--- config.mk ---
export PLATFORM = sky130hd
export DESIGN_NAME = dmem_wbuf
export DESIGN_NICKNAME = d
export VERILOG_FILES = /design/src/rtl/dmem_wbuf_pkg.sv /design/src/rtl/wbuf_fifo.sv /design/src/rtl/dmem_wbuf.sv
export SDC_FILE = /design/constraint.sdc
export NUM_CORES = 1
export LEC_CHECK = 0
export ABC_AREA = 0
export CAP_MARGIN = 10
export CORE_MARGIN = 2
export CORE_UTILIZATION = 50
export CTS_BUF_LIST = sky130_fd_sc_hd__clkbuf_4
export CTS_CLUSTER_SIZE = 40
export DETAILED_ROUTE_END_ITERATION = 10
export GPL_ROUTABILITY_DRIVEN = 0
export GPL_TIMING_DRIVEN = 0
export PLACE_DENSITY = 0.74
export SLEW_MARGIN = 40
export SYNTH_ARGS = -nofsm -noshare
export SYNTH_HDL_FRONTEND = slang
export SYNTH_HIERARCHICAL = 1
export SYNTH_SLANG_ARGS = --single-unit
--- constraint.sdc ---
create_clock -name clk -period 5.05 [get_ports clk]
set_clock_uncertainty 0.05 [all_clocks]
set_input_delay 1.2625 -clock clk [delete_from_list [all_inputs] [get_ports clk]]
set_output_delay 1.2625 -clock clk [all_outputs]
set_load 0.01 [all_outputs]
--- src/rtl/dmem_wbuf_pkg.sv ---
// ----------------------------------------------------------------------------
// dmem_wbuf_pkg
// Shared definitions for the data-memory store buffer slice.
//   - 3-bit encodings for the bus-side FSM states
//   - the enum type that the FSM register uses, built from those encodings
//   - bus command constants for the bus_we signal
// No ports; imported by wbuf_fifo and dmem_wbuf.
// ----------------------------------------------------------------------------
package dmem_wbuf_pkg;

    // Raw 3-bit encodings, kept as localparams so other code (and
    // waveform readers) can refer to the numeric values directly.
    localparam logic [2:0] ST_IDLE   = 3'd0;
    localparam logic [2:0] ST_STREQ  = 3'd1;
    localparam logic [2:0] ST_LDREQ  = 3'd2;
    localparam logic [2:0] ST_LDWAIT = 3'd3;
    localparam logic [2:0] ST_LDDONE = 3'd4;

    // Bus command polarity for bus_we.
    localparam logic WE_WRITE = 1'b1;
    localparam logic WE_READ  = 1'b0;

    // FSM state type for the bus-side controller.
    typedef enum logic [2:0] {
        IDLE    = ST_IDLE,
        ST_REQ  = ST_STREQ,
        LD_REQ  = ST_LDREQ,
        LD_WAIT = ST_LDWAIT,
        LD_DONE = ST_LDDONE
    } wbufState_e;

endpackage

--- src/rtl/wbuf_fifo.sv ---
// ----------------------------------------------------------------------------
// wbuf_fifo
// DEPTH-entry FIFO holding posted stores as {word address, data}, with a
// parallel lookup port that returns the youngest entry matching an address.
//
// Ports:
//   clk, reset           clock; synchronous active-low reset (0 = reset)
//   push_i               enqueue request (ignored when full)
//   push_addr_i/data_i   word address and data of the entry to enqueue
//   pop_i                dequeue the head entry (ignored when empty)
//   head_addr_o/data_o   oldest entry, valid whenever count_o != 0
//   count_o              number of valid entries (registered)
//   full_o               count_o == DEPTH
//   lookup_addr_i        word address to search for
//   hit_o, hit_data_o    a valid entry matches; data of the youngest match
// ----------------------------------------------------------------------------
module wbuf_fifo
    import dmem_wbuf_pkg::*;
#(
    parameter int DEPTH = 4,
    parameter int WAW   = 30,
    parameter int DW    = 32
) (
    input  logic                       clk,
    input  logic                       reset,
    input  logic                       push_i,
    input  logic [WAW-1:0]             push_addr_i,
    input  logic [DW-1:0]              push_data_i,
    input  logic                       pop_i,
    output logic [WAW-1:0]             head_addr_o,
    output logic [DW-1:0]              head_data_o,
    output logic [$clog2(DEPTH+1)-1:0] count_o,
    output logic                       full_o,
    input  logic [WAW-1:0]             lookup_addr_i,
    output logic                       hit_o,
    output logic [DW-1:0]              hit_data_o
);

    localparam int PW = $clog2(DEPTH);
    localparam int CW = $clog2(DEPTH + 1);

    logic [WAW-1:0] addrMem_q [DEPTH];
    logic [DW-1:0]  dataMem_q [DEPTH];
    logic [PW-1:0]  head_q;
    logic [PW-1:0]  tail_q;
    logic [CW-1:0]  count_q;
    logic           doPush;
    logic           doPop;
    logic [PW-1:0]  slot;

    assign full_o      = (count_q == CW'(DEPTH));
    assign doPush      = push_i & ~full_o;
    assign doPop       = pop_i & (count_q != '0);
    assign count_o     = count_q;
    assign head_addr_o = addrMem_q[head_q];
    assign head_data_o = dataMem_q[head_q];

    // Pointer and occupancy bookkeeping. DEPTH is a power of two, so the
    // pointers wrap naturally. A push and a pop in the same cycle leave the
    // count unchanged.
    always_ff @(posedge clk) begin
        if (!reset) begin
            head_q  <= '0;
            tail_q  <= '0;
            count_q <= '0;
        end else begin
            if (doPush) begin
                tail_q <= tail_q + 1'b1;
            end
            if (doPop) begin
                head_q <= head_q + 1'b1;
            end
            count_q <= count_q + CW'(doPush) - CW'(doPop);
        end
    end

    // Entry storage needs no reset: only slots covered by count_q are ever
    // looked at.
    always_ff @(posedge clk) begin
        if (doPush) begin
            addrMem_q[tail_q] <= push_addr_i;
            dataMem_q[tail_q] <= push_data_i;
        end
    end

    // Walk from the oldest entry towards the youngest; a later match
    // overrides an earlier one so the youngest store wins.
    always_comb begin
        hit_o      = 1'b0;
        hit_data_o = '0;
        slot       = '0;
        for (int i = 0; i < DEPTH; i++) begin
            slot = head_q + PW'(i);
            if ((CW'(i) < count_q) && (addrMem_q[slot] == lookup_addr_i)) begin
                hit_o      = 1'b1;
                hit_data_o = dataMem_q[slot];
            end
        end
    end

endmodule

--- src/rtl/dmem_wbuf.sv ---
// ----------------------------------------------------------------------------
// dmem_wbuf
// Data-memory interface between a single-cycle core and a handshaked,
// multi-cycle memory bus. Stores are posted into a FIFO and drained in
// order; loads are forwarded from the FIFO on a hit, otherwise a bus read
// is performed while the core is stalled.
//
// Ports:
//   clk, reset                 clock; synchronous active-low reset
//   memwrite, memread          core store / load request
//   addr, wdata                core byte address and store data
//   readdata, stall            load data to core; core must hold
//   bus_req_valid/ready        request handshake
//   bus_we, bus_addr, bus_wdata request payload (word-aligned address)
//   bus_rsp_valid, bus_rdata   read response
// ----------------------------------------------------------------------------
module dmem_wbuf
    import dmem_wbuf_pkg::*;
#(
    parameter int DEPTH = 4,
    parameter int DW    = 32,
    parameter int AW    = 32
) (
    input  logic          clk,
    input  logic          reset,
    input  logic          memwrite,
    input  logic          memread,
    input  logic [AW-1:0] addr,
    input  logic [DW-1:0] wdata,
    output logic [DW-1:0] readdata,
    output logic          stall,
    output logic          bus_req_valid,
    input  logic          bus_req_ready,
    output logic          bus_we,
    output logic [AW-1:0] bus_addr,
    output logic [DW-1:0] bus_wdata,
    input  logic          bus_rsp_valid,
    input  logic [DW-1:0] bus_rdata
);

    localparam int WAW = AW - 2;
    localparam int CW  = $clog2(DEPTH + 1);
    localparam logic [AW-1:0] WORD_MASK = ~AW'(3);

    wbufState_e     state_q;
    wbufState_e     state_d;
    logic [AW-1:0]  ldAddr_q;
    logic [AW-1:0]  ldAddr_d;
    logic [DW-1:0]  rdLatch_q;
    logic [DW-1:0]  rdLatch_d;

    logic           isLoad;
    logic           loadHit;
    logic           loadMiss;
    logic           storeBlocked;
    logic           stallRaw;
    logic           fifoPop;
    logic           fifoFull;
    logic           fifoHit;
    logic [CW-1:0]  fifoCount;
    logic [WAW-1:0] headAddr;
    logic [DW-1:0]  headData;
    logic [DW-1:0]  fwdData;

    // A simultaneous store and load is treated as a store only.
    assign isLoad       = memread & ~memwrite;
    assign loadHit      = isLoad & fifoHit;
    assign loadMiss     = isLoad & ~fifoHit;
    assign storeBlocked = memwrite & fifoFull;
    assign fifoPop      = (state_q == ST_REQ) & bus_req_ready;

    wbuf_fifo #(
        .DEPTH (DEPTH),
        .WAW   (WAW),
        .DW    (DW)
    ) u_fifo (
        .clk           (clk),
        .reset         (reset),
        .push_i        (memwrite),
        .push_addr_i   (addr[AW-1:2]),
        .push_data_i   (wdata),
        .pop_i         (fifoPop),
        .head_addr_o   (headAddr),
        .head_data_o   (headData),
        .count_o       (fifoCount),
        .full_o        (fifoFull),
        .lookup_addr_i (addr[AW-1:2]),
        .hit_o         (fifoHit),
        .hit_data_o    (fwdData)
    );

    // State, captured load address and read-data latch. Reset drops any
    // bus transaction in flight.
    always_ff @(posedge clk) begin
        if (!reset) begin
            state_q   <= IDLE;
            ldAddr_q  <= '0;
            rdLatch_q <= '0;
        end else begin
            state_q   <= state_d;
            ldAddr_q  <= ldAddr_d;
            rdLatch_q <= rdLatch_d;
        end
    end

    // Next-state and bus outputs. A load miss seen during ST_REQ keeps the
    // core stalled but waits for the write in flight to finish; back in IDLE
    // the miss takes priority over draining more stores. Bus payload is taken
    // from registered state only, so it stays stable while valid is high.
    always_comb begin
        state_d       = state_q;
        ldAddr_d      = ldAddr_q;
        rdLatch_d     = rdLatch_q;
        bus_req_valid = 1'b0;
        bus_we        = WE_READ;
        bus_addr      = '0;
        bus_wdata     = '0;
        stallRaw      = 1'b0;
        case (state_q)
            IDLE: begin
                stallRaw = loadMiss | storeBlocked;
                if (loadMiss) begin
                    state_d  = LD_REQ;
                    ldAddr_d = addr;
                end else if (fifoCount != '0) begin
                    state_d = ST_REQ;
                end
            end
            ST_REQ: begin
                bus_req_valid = 1'b1;
                bus_we        = WE_WRITE;
                bus_addr      = {headAddr, 2'b00};
                bus_wdata     = headData;
                stallRaw      = loadMiss | storeBlocked;
                if (bus_req_ready) begin
                    state_d = IDLE;
                end
            end
            LD_REQ: begin
                bus_req_valid = 1'b1;
                bus_we        = WE_READ;
                bus_addr      = ldAddr_q & WORD_MASK;
                stallRaw      = 1'b1;
                if (bus_req_ready) begin
                    state_d = LD_WAIT;
                end
            end
            LD_WAIT: begin
                stallRaw = 1'b1;
                if (bus_rsp_valid) begin
                    rdLatch_d = bus_rdata;
                    state_d   = LD_DONE;
                end
            end
            LD_DONE: begin
                stallRaw = 1'b0;
                state_d  = IDLE;
            end
            default: begin
                state_d = IDLE;
            end
        endcase
    end

    // The core is never held while reset is asserted.
    assign stall = reset & stallRaw;

    // In LD_DONE the latched bus data is delivered; otherwise a forwarding
    // hit wins and the latch is the idle value.
    assign readdata = (state_q == LD_DONE) ? rdLatch_q :
                      (loadHit ? fwdData : rdLatch_q);

endmodule

# After elaboration in Yosys (flattened, before gate mapping)
# Memory sizes are Yosys's and may differ from the RTL's. A register that Yosys moved wholly into a read port is not among the register bits.
# Index checks and enable logic that the tools add are counted.
# word_totals
word_cells	82
n_memories	2
ramBits	248
regBits	74
# memory_table
memory	words	word_bits	read_ports	rd_ports_with_merged_regs	wr	line_no	source
u_fifo.dataMem_q	4	32	4	1	1	wbuf_fifo.sv:43	logic [DW-1:0] dataMem_q [DEPTH];
u_fifo.addrMem_q	4	30	4	1	1	wbuf_fifo.sv:42	logic [WAW-1:0] addrMem_q [DEPTH];
# op_classes
n_mux	27
n_addsub	6
order_cmp	4
eq_ne	13
reduce_logical	12
bitwise	12
# ops
op	n
2-to-1 mux 32 bit	7
== test 30 bit	4
case mux 32 bit (2 select lines)	1
2-to-1 mux 3 bit	5
case mux 3 bit (4 select lines)	1
AND 1 bit	8
2-to-1 mux 1 bit	8
2-to-1 mux 2 bit	4
== test 3 x 2 -> 1 bit (second input constant)	2
== test 3 bit (second input constant)	2
less-than comparator 1 x 3 -> 1 bit (first input constant)	2
less-than comparator 2 x 3 -> 1 bit (first input constant)	2
!= test 2 bit (second input constant)	3
OR reduction 2 bit	3
adder 2 x 1 -> 2 bit (second input constant)	2
adder 2 bit (second input constant)	2
logical AND 1 bit	4
AND reduction 2 bit	2
AND reduction 4 bit	1
adder 3 x 1 -> 3 bit	1
== test 3 x 1 -> 1 bit (second input constant)	1
logical NOT 3 bit	1
!= test 3 bit (second input constant)	1
inverter 1 bit	3
other kinds (4)	4

# Longest topological paths before layout
# Gate-level depths: netlist of the first run.
# An unclocked memory read counts as a cell.
# logic_depth
depth_word	12
ltp_mapped	17
ltp_nobuf	11

# Modules after synthesis
# The synthesis of the first run kept the hierarchy.
# modules_own_cells
mod	cells_each	instances	area_each_um2
wbuf_fifo	1208	1	16646.0
dmem_wbuf	420	1	3609.7

# Worst setup path before layout of the first run
# No wires, ideal clock.
# synth_path
path_type	input to output
startpoint	in addr[23]
endpoint	out readdata[10]
required_ns	3.738
n_path_buf	3
t_arrival_ns	3.752
path_stages	11
path_slack_ns	-0.015
path_cell_list	clkbuf_1 o21ai_0 a2111oi_0 nand3_1 o21ai_2 buf_2 nand3b_1 nand3b_1 a21oi_4 buf_4 mux2_1
# synth_via
elab_chain_cells	9
elab_cells_between_ends	19
cone_classes	4 x eq/ne; 10 x mux; 1 x bitwise; 4 x reduce/logical
# synth_lines
element	line_no	source
start, declared	dmem_wbuf.sv:28	input logic [AW-1:0] addr,
== test 30 bit	wbuf_fifo.sv:94	if ((CW'(i) < count_q) && (addrMem_q[slot] == lookup_addr_i)) begin
logical AND 1 bit	wbuf_fifo.sv:94	
2-to-1 mux 1 bit (3 in a row)	wbuf_fifo.sv:94	
2-to-1 mux 1 bit (*)	wbuf_fifo.sv:94	
named net fifoHit	dmem_wbuf.sv:59	logic fifoHit;
AND 1 bit (*)	dmem_wbuf.sv:67	assign loadHit = isLoad & fifoHit;
2-to-1 mux 32 bit (*)	dmem_wbuf.sv:171	(loadHit ? fwdData : rdLatch_q);
2-to-1 mux 32 bit (*)	dmem_wbuf.sv:170	assign readdata = (state_q == LD_DONE) ? rdLatch_q :
end, declared	dmem_wbuf.sv:30	output logic [DW-1:0] readdata,
# The timed path passes the listed nets; every way through them passes the cells marked *.

# Final worst setup path of the first run
# layout_path
startpoint	reg u_fifo.head_q[0]
endpoint	out readdata[25]
# layout_via
elab_chain_cells	10
elab_cells_between_ends	20
cone_classes	3 x add/sub; 3 x eq/ne; 8 x mux; 1 x bitwise; 3 x reduce/logical; 2 x memory
# layout_lines
element	line_no	source
start, declared	wbuf_fifo.sv:44	logic [PW-1:0] head_q;
start signal, assigned	wbuf_fifo.sv:71	head_q <= head_q + 1'b1;
adder 2 x 1 -> 2 bit	wbuf_fifo.sv:93	slot = head_q + PW'(i);
memory (4 x 30 bit) (*)	-	
== test 30 bit	wbuf_fifo.sv:94	
logical AND 1 bit	wbuf_fifo.sv:94	
2-to-1 mux 1 bit (2 in a row)	wbuf_fifo.sv:94	
2-to-1 mux 1 bit (*)	wbuf_fifo.sv:94	
named net fifoHit	dmem_wbuf.sv:59	
AND 1 bit (*)	dmem_wbuf.sv:67	
2-to-1 mux 32 bit (*)	dmem_wbuf.sv:171	
2-to-1 mux 32 bit (*)	dmem_wbuf.sv:170	
# Marks and branches as above.

==> out/results.ini, run 1 <==
[status]
status=finished with violations
violations=negative setup slack

[timing]
rsz0062_at_grt=true
worst_pin_slew_ns=0.887
slew_headroom=0.409
slew_viol_final=0
setup_viol=33
fin_crit_sh=1.22
fin_crit_ns=6.14
timing.fmax_mhz=163
fin_ws_ns=-1.09
hold_violations=0

[pwr]
internal_power_w=0.00596
clkPwrFrac=0.276
p_leak_nw=8.58
power_density_mw_per_mm2=355
ir_drop_mv=0.179
switching_share=0.345
p_sw_w=0.00315
p_total_w=0.00911
seq_power_share=0.364
combPwrFrac=0.361

[synthesis]
yosys.area.top_type=edfxtp_1
yosys_warnings=6
synth_cell_type_count=66
syn-cell-area_mm2=0.0203
synthCells=1628
seq_area_frac_synth=0.441
synth-edff-count=248
yosys_most_used_dff=edfxtp_1
yosys-top-cells-area=edfxtp_1, mux4_2, dfxtp_1
avgSynthCellArea_um2=12.4
synth_top_area_frac=0.368
async_reset_ff_frac=0
ys_seq_elements=322

[floorplanning]
fp.coreArea_mm2=0.0398
rows=73
fp.dieW_um=205
ios=201
die_y_um=205
start_util=0.509
dieArea_mm2=0.0421

[critical_path]
cp_common_cell=buf_12
worstPathArrival_ns=4.83
crit_chain=buf_12 > buf_12 > buf_12 > mux4_2 > xnor2_1 > nand3_1 > nor4_1 > nand2_1 > buf_6 > buf_6 > nand3b_1 > nand3b_1 > a21oi_4 > buf_8 > buf_12 > mux2_4 > buf_6
cp.required_ns=3.74
startpoint_type=flop
critPathMaxStageDelay_ns=0.53
rr_worst_depth=16
cp_max_fo=10
critPathSlowestCell=mux4_2
path_class=reg2out
cp-end-kind=primary output

[layout]
nNetsFinal=2092
area_growth_pct=26.8
drive_gt1_frac=0.311
utilization=0.645
fill_cells=2982

[place]
port_buffers=196
dp_hpwl_um=47500

[clock_network]
tritoncts=yes
clk_pin_slew_ns=0.06
clock_latency_ns=0.81
ctsRootBufferMaster=clkbuf_4
cts_max_level=3
numCtsBuffers=86
clockBufferDepth=3
cts_num_sinks=322

[drt]
vias=17247
drtPass1Iterations=7
wl_per_cell_um=27.7
ant_nets=0
drtIter0Drc=2944
drc=0
wirelength_um=71500
vias_per_cell=6.69

[global_route]
grt_pass1_wl_um=104000
overflow=0
grt_start_max_net_pins=30
antenna_found_initial=3
grt_pass1_vias=16946
grt_usage=0.337

[hold_path]
whs_path_depth=2
hold_path_class=reg2reg

[flow_run]
maxCapViolCount=0

[worst paths after layout]
| check | startpoint | to | slack [ns] |
|---|---|---|---|
| setup / recovery | u_fifo/head_q[0]$_SDFFE_PN0P_ | readdata[25] | -1.09 |
| hold / removal | rdLatch_q[12]$_SDFFE_PN0P_ | rdLatch_q[12]$_SDFFE_PN0P_ | 0.41 |
| setup reg to reg | u_fifo/head_q[0]$_SDFFE_PN0P_ | ldAddr_q[18]$_SDFFE_PN0P_ | 0.68 |
| hold reg to reg | rdLatch_q[12]$_SDFFE_PN0P_ | rdLatch_q[12]$_SDFFE_PN0P_ | 0.41 |
[synthesized netlist by cell type (all sizes together), types with 7 or more instances]
cell / n
nand3: 35
mux2: 65
buf: 101
nor3: 37
clkbuf: 66
a21oi: 67
inv: 12
edfxtp: 248
nand2b: 33
a31oi: 33
xor2: 8
mux2i: 74
xnor2: 111
nor2: 101
nor4: 7
a21boi: 94
dfxtp: 74
nand4: 23
o211ai: 31
mux4: 166
nand2: 76
a22o: 33
o21ai: 36
ha: 8
and2: 44
[layout by cell type (no fill, tap or decap), drive strengths merged, types with 35 or more instances in the layout]
master           n
dfxtp           74
clkdlybuf4s50  162
mux2i           74
clkinv          35
mux4           166
buf            205
a21oi           67
mux2            65
nor3            37
edfxtp         248
and2            44
nand3           35
nand2           76
nor2           101
a21boi          94
o21ai           36
clkbuf         178
xnor2          111
[state kept, by name, summed over array words and instances (netlist names), named ones only]
name	cells
state_q	3
u_fifo/count_o	3
rdLatch_q	32
u_fifo/addrMem_q	120
u_fifo/head_q	2
u_fifo/dataMem_q	128
u_fifo/tail_q	2
ldAddr_q	30
[per-layer routing]
layer / share of wire / up-vias / wire [µm] / track usage
li1: - / 7054 / - / -
met1: 0.36 / 8310 / 25400 / 0.453
met2: 0.44 / 1575 / 31300 / 0.493
met3: 0.15 / 306 / 10800 / 0.102
met4: 0.056 / 2 / 4010 / 0.179
met5: 0.00015 / - / 11 / 0
[worst max-delay path, delay by kind of cell (launching register included)]
family / cells / cell delay, ns
multiplexers: 2 / 0.85
flip-flops: 1 / 0.38
buffers and inverters: 8 / 1.17
AO/OA/AOI/OAI: 1 / 0.19
AND/OR/NAND/NOR: 5 / 1.05
XOR/XNOR: 1 / 0.34
[per-stage QoR]
stage | cells | area, µm² | setup slack, ns | hold slack (ns) | TNS, ns
2_1_floorplan | 1629 | 20300 | 0.0173 | 0.381 | 0
3_3_place_gp | 2350 | 22900 | -2.47 | 0.386 | -264.75
3_5_place_dp | 2358 | 23100 | -2.54 | 0.395 | -100.93
4_1_cts | 2567 | 25400 | -1.04 | 0.406 | -31.55
5_1_grt | 2579 | 25700 | -1.22 | 0.431 | -38.60
6_report | 2579 | 25700 | -1.09 | 0.408 | -34.40
[area by class of cell]
type	instances	area, µm²	area share
inverters	12	45.0	0.00175
repair buffers	270	2800	0.109
plain buffers	161	1150	0.0449
multi-input cells	1128	10900	0.425
well taps	525	657	0.0256
clock buffers	115	863	0.0336
flip-flops and latches	322	8940	0.348
clock inverters	44	313	0.0122
diodes	2	5.00	0.000195
[logic make-up after synthesis]
group,after synthesis,share of synthesized area
buffers and inverters,179,0.0449
adders and majority gates,9,0.00593
muxes,305,0.258
xor gates and xnor gates,119,0.0515
other,1,0.000185
AOI/OAI and AO/OA,316,0.106
DFF,322,0.441
and+or+nand+nor,377,0.0923
[power groups by stage]
stage / clock, W / sequential (W) / combinational, W
2_1_floorplan: 0 / 0.00330 / 0.00180
4_1_cts: 0.00254 / 0.00330 / 0.00314
3_5_place_dp: 0 / 0.00335 / 0.00302
6_report: 0.00251 / 0.00331 / 0.00329
3_3_place_gp: 0 / 0.00335 / 0.00292
5_1_grt: 0.00269 / 0.00333 / 0.00341
[what timing repair did]
action / 4_1_cts / 5_1_grt
resized for setup: 335 / 74
gates cloned: 5 / 0
endpoints found under the setup margin: 96 / 33
hold endpoints to repair: 0 / 0
hold buffers: 0 / 0
pin swaps: 21 / 23
buffers inserted: 47 / 20
Power figures use the tool's default switching activity.
==> run 2, diff against run 1 <==
--- a/config.mk
+++ b/config.mk
@@ -7,14 +7,14 @@
 export LEC_CHECK = 0
 export ABC_AREA = 0
 export CAP_MARGIN = 10
-export CORE_MARGIN = 2
+export CORE_MARGIN = 8
 export CORE_UTILIZATION = 50
 export CTS_BUF_LIST = sky130_fd_sc_hd__clkbuf_4
 export CTS_CLUSTER_SIZE = 40
 export DETAILED_ROUTE_END_ITERATION = 10
-export GPL_ROUTABILITY_DRIVEN = 0
 export GPL_TIMING_DRIVEN = 0
 export PLACE_DENSITY = 0.74
+export SETUP_SLACK_MARGIN = 0.2
 export SLEW_MARGIN = 40
 export SYNTH_ARGS = -nofsm -noshare
 export SYNTH_HDL_FRONTEND = slang
==> out/results.ini, run 2 (synthesis gave the netlist of run 1 again) <==
[layout]
top_regs=u_fifo/dataMem_q (128), u_fifo/addrMem_q (120), rdLatch_q (32)
final_common_cell=edfxtp_1
layout_common_cells=edfxtp_1, clkdlybuf4s50_1, mux4_2, clkbuf_4, nor2_1
drive_gt1_frac=0.315
nNetsFinal=2089
largest_reg_flops=128
area_growth_pct=26.8
fin_area_mm2=0.0257
top_register=u_fifo/dataMem_q
fill_cells=3021

[drt]
drc=0
vias_per_cell=6.62
vias=17046
wirelength_um=72200
drtPass1Iterations=7
wl_per_cell_um=28.0
drtIter0Drc=2624
ant_nets=0

[place]
dp_slack_ns=-2.43
dp_hpwl_um=49100
dpl_cell_area_mm2=0.0231
port_buffers=196
gp_congestion=0.969

[timing]
rsz0062_at_grt=true
timing.fmax_mhz=165
setup_viol=33
fin_crit_sh=1.20
worst_pin_slew_ns=0.903
tns_ns=-30.84
fin_crit_ns=6.07
slew_headroom=0.398
slew_viol_final=0
fin_ws_ns=-1.02
hold_violations=0

[critical_path]
path_class=in2out
cp_max_fo=8
cp-end-kind=primary output
worstPathArrival_ns=4.76
cp.required_ns=3.74
startpoint_type=input pin

[global_route]
grt_pass1_wl_um=105000
antenna_found_initial=6
grt_start_max_net_pins=30
grt_usage=0.296
overflow=0
grt_pass1_vias=16993

[floorplanning]
dieArea_mm2=0.0472
die_y_um=217
fp.dieW_um=217
ios=201
start_util=0.509
rows=73
fp.coreArea_mm2=0.0398

[pwr]
p_total_w=0.00899
p_leak_nw=8.59
power_density_mw_per_mm2=350
ir_drop_mv=0.187

[clock_network]
clockBufferDepth=3
cts_num_sinks=322
clk_pin_slew_ns=0.06
ctsRootBufferMaster=clkbuf_4
clock_latency_ns=0.81
cts_max_level=3
tritoncts=yes
hold_buffers=0
numCtsBuffers=83

[status]
violations=negative setup slack
status=finished with violations

[hold_path]
hold_path_class=reg2reg

[flow_run]
maxCapViolCount=0

-- run 2: power breakdown --
group	internal [W]	total (W)	switching, W	leakage (nW)
registers	0.00313	0.00330	0.000171	2.87
logic	0.00153	0.00333	0.00180	5.07
clock network	0.00121	0.00235	0.00114	0.652
-- run 2: path summary, 6_finish.rpt --
kind / start / end / slack (ns) / cells past startpoint
max: addr[28] / readdata[20] / -1.02 / 16
min: rdLatch_q[30]$_SDFFE_PN0P_ / rdLatch_q[30]$_SDFFE_PN0P_ / 0.41 / 2
max reg2reg: u_fifo/head_q[0]$_SDFFE_PN0P_ / ldAddr_q[8]$_SDFFE_PN0P_ / 0.71 / 21
min reg2reg: rdLatch_q[30]$_SDFFE_PN0P_ / rdLatch_q[30]$_SDFFE_PN0P_ / 0.41 / 2
-- run 2: layout make-up --
type | count | area [µm²] | share of cell area
Inverter | 12 | 45.0 | 0.00175
Clock buffer | 120 | 901 | 0.0351
Sequential cell | 322 | 8930 | 0.348
Tap cell | 525 | 657 | 0.0256
Buffer | 167 | 1240 | 0.0483
Clock inverter | 36 | 209 | 0.00813
Multi-Input combinational cell | 1128 | 11000 | 0.426
Timing Repair Buffer | 264 | 2750 | 0.107
Antenna cell | 2 | 5.00 | 0.000195
-- run 2: per-layer routing --
layer	global-route usage	up-vias	routed length, µm
li1	-	7031	-
met1	0.384	8300	26100
met2	0.442	1438	31900
met3	0.0954	269	10600
met4	0.148	8	3490
met5	0	-	46
-- run 2: critical path, cell delays in order --
cell	delay, ns
clkdlybuf4s50_1	0.60
clkbuf_2	0.27
o22a_1	0.25
a21oi_1	0.12
nor4_2	0.39
nand3_2	0.24
o21ai_4	0.24
buf_6	0.12
nand3b_1	0.12
nand3b_1	0.13
a21oi_4	0.16
buf_12	0.15
buf_6	0.11
buf_16	0.13
mux2_4	0.33
buf_6	0.13
-- run 2: repair_timing --
action / in CTS / in global routing
resized for setup: 312 / 67
gates cloned: 5 / 0
pin swaps: 26 / 11
setup buffers: 43 / 11
setup endpoints to repair: 95 / 34
-- run 2: stage by stage --
stage               hold slack, ns  cells  utilization
floorplan                    0.381   1629            -
global placement             0.388   2350        0.575
detailed placement           0.396   2358        0.580
CTS                          0.406   2562        0.638
global route                 0.425   2575        0.645
finish                       0.406   2576        0.645
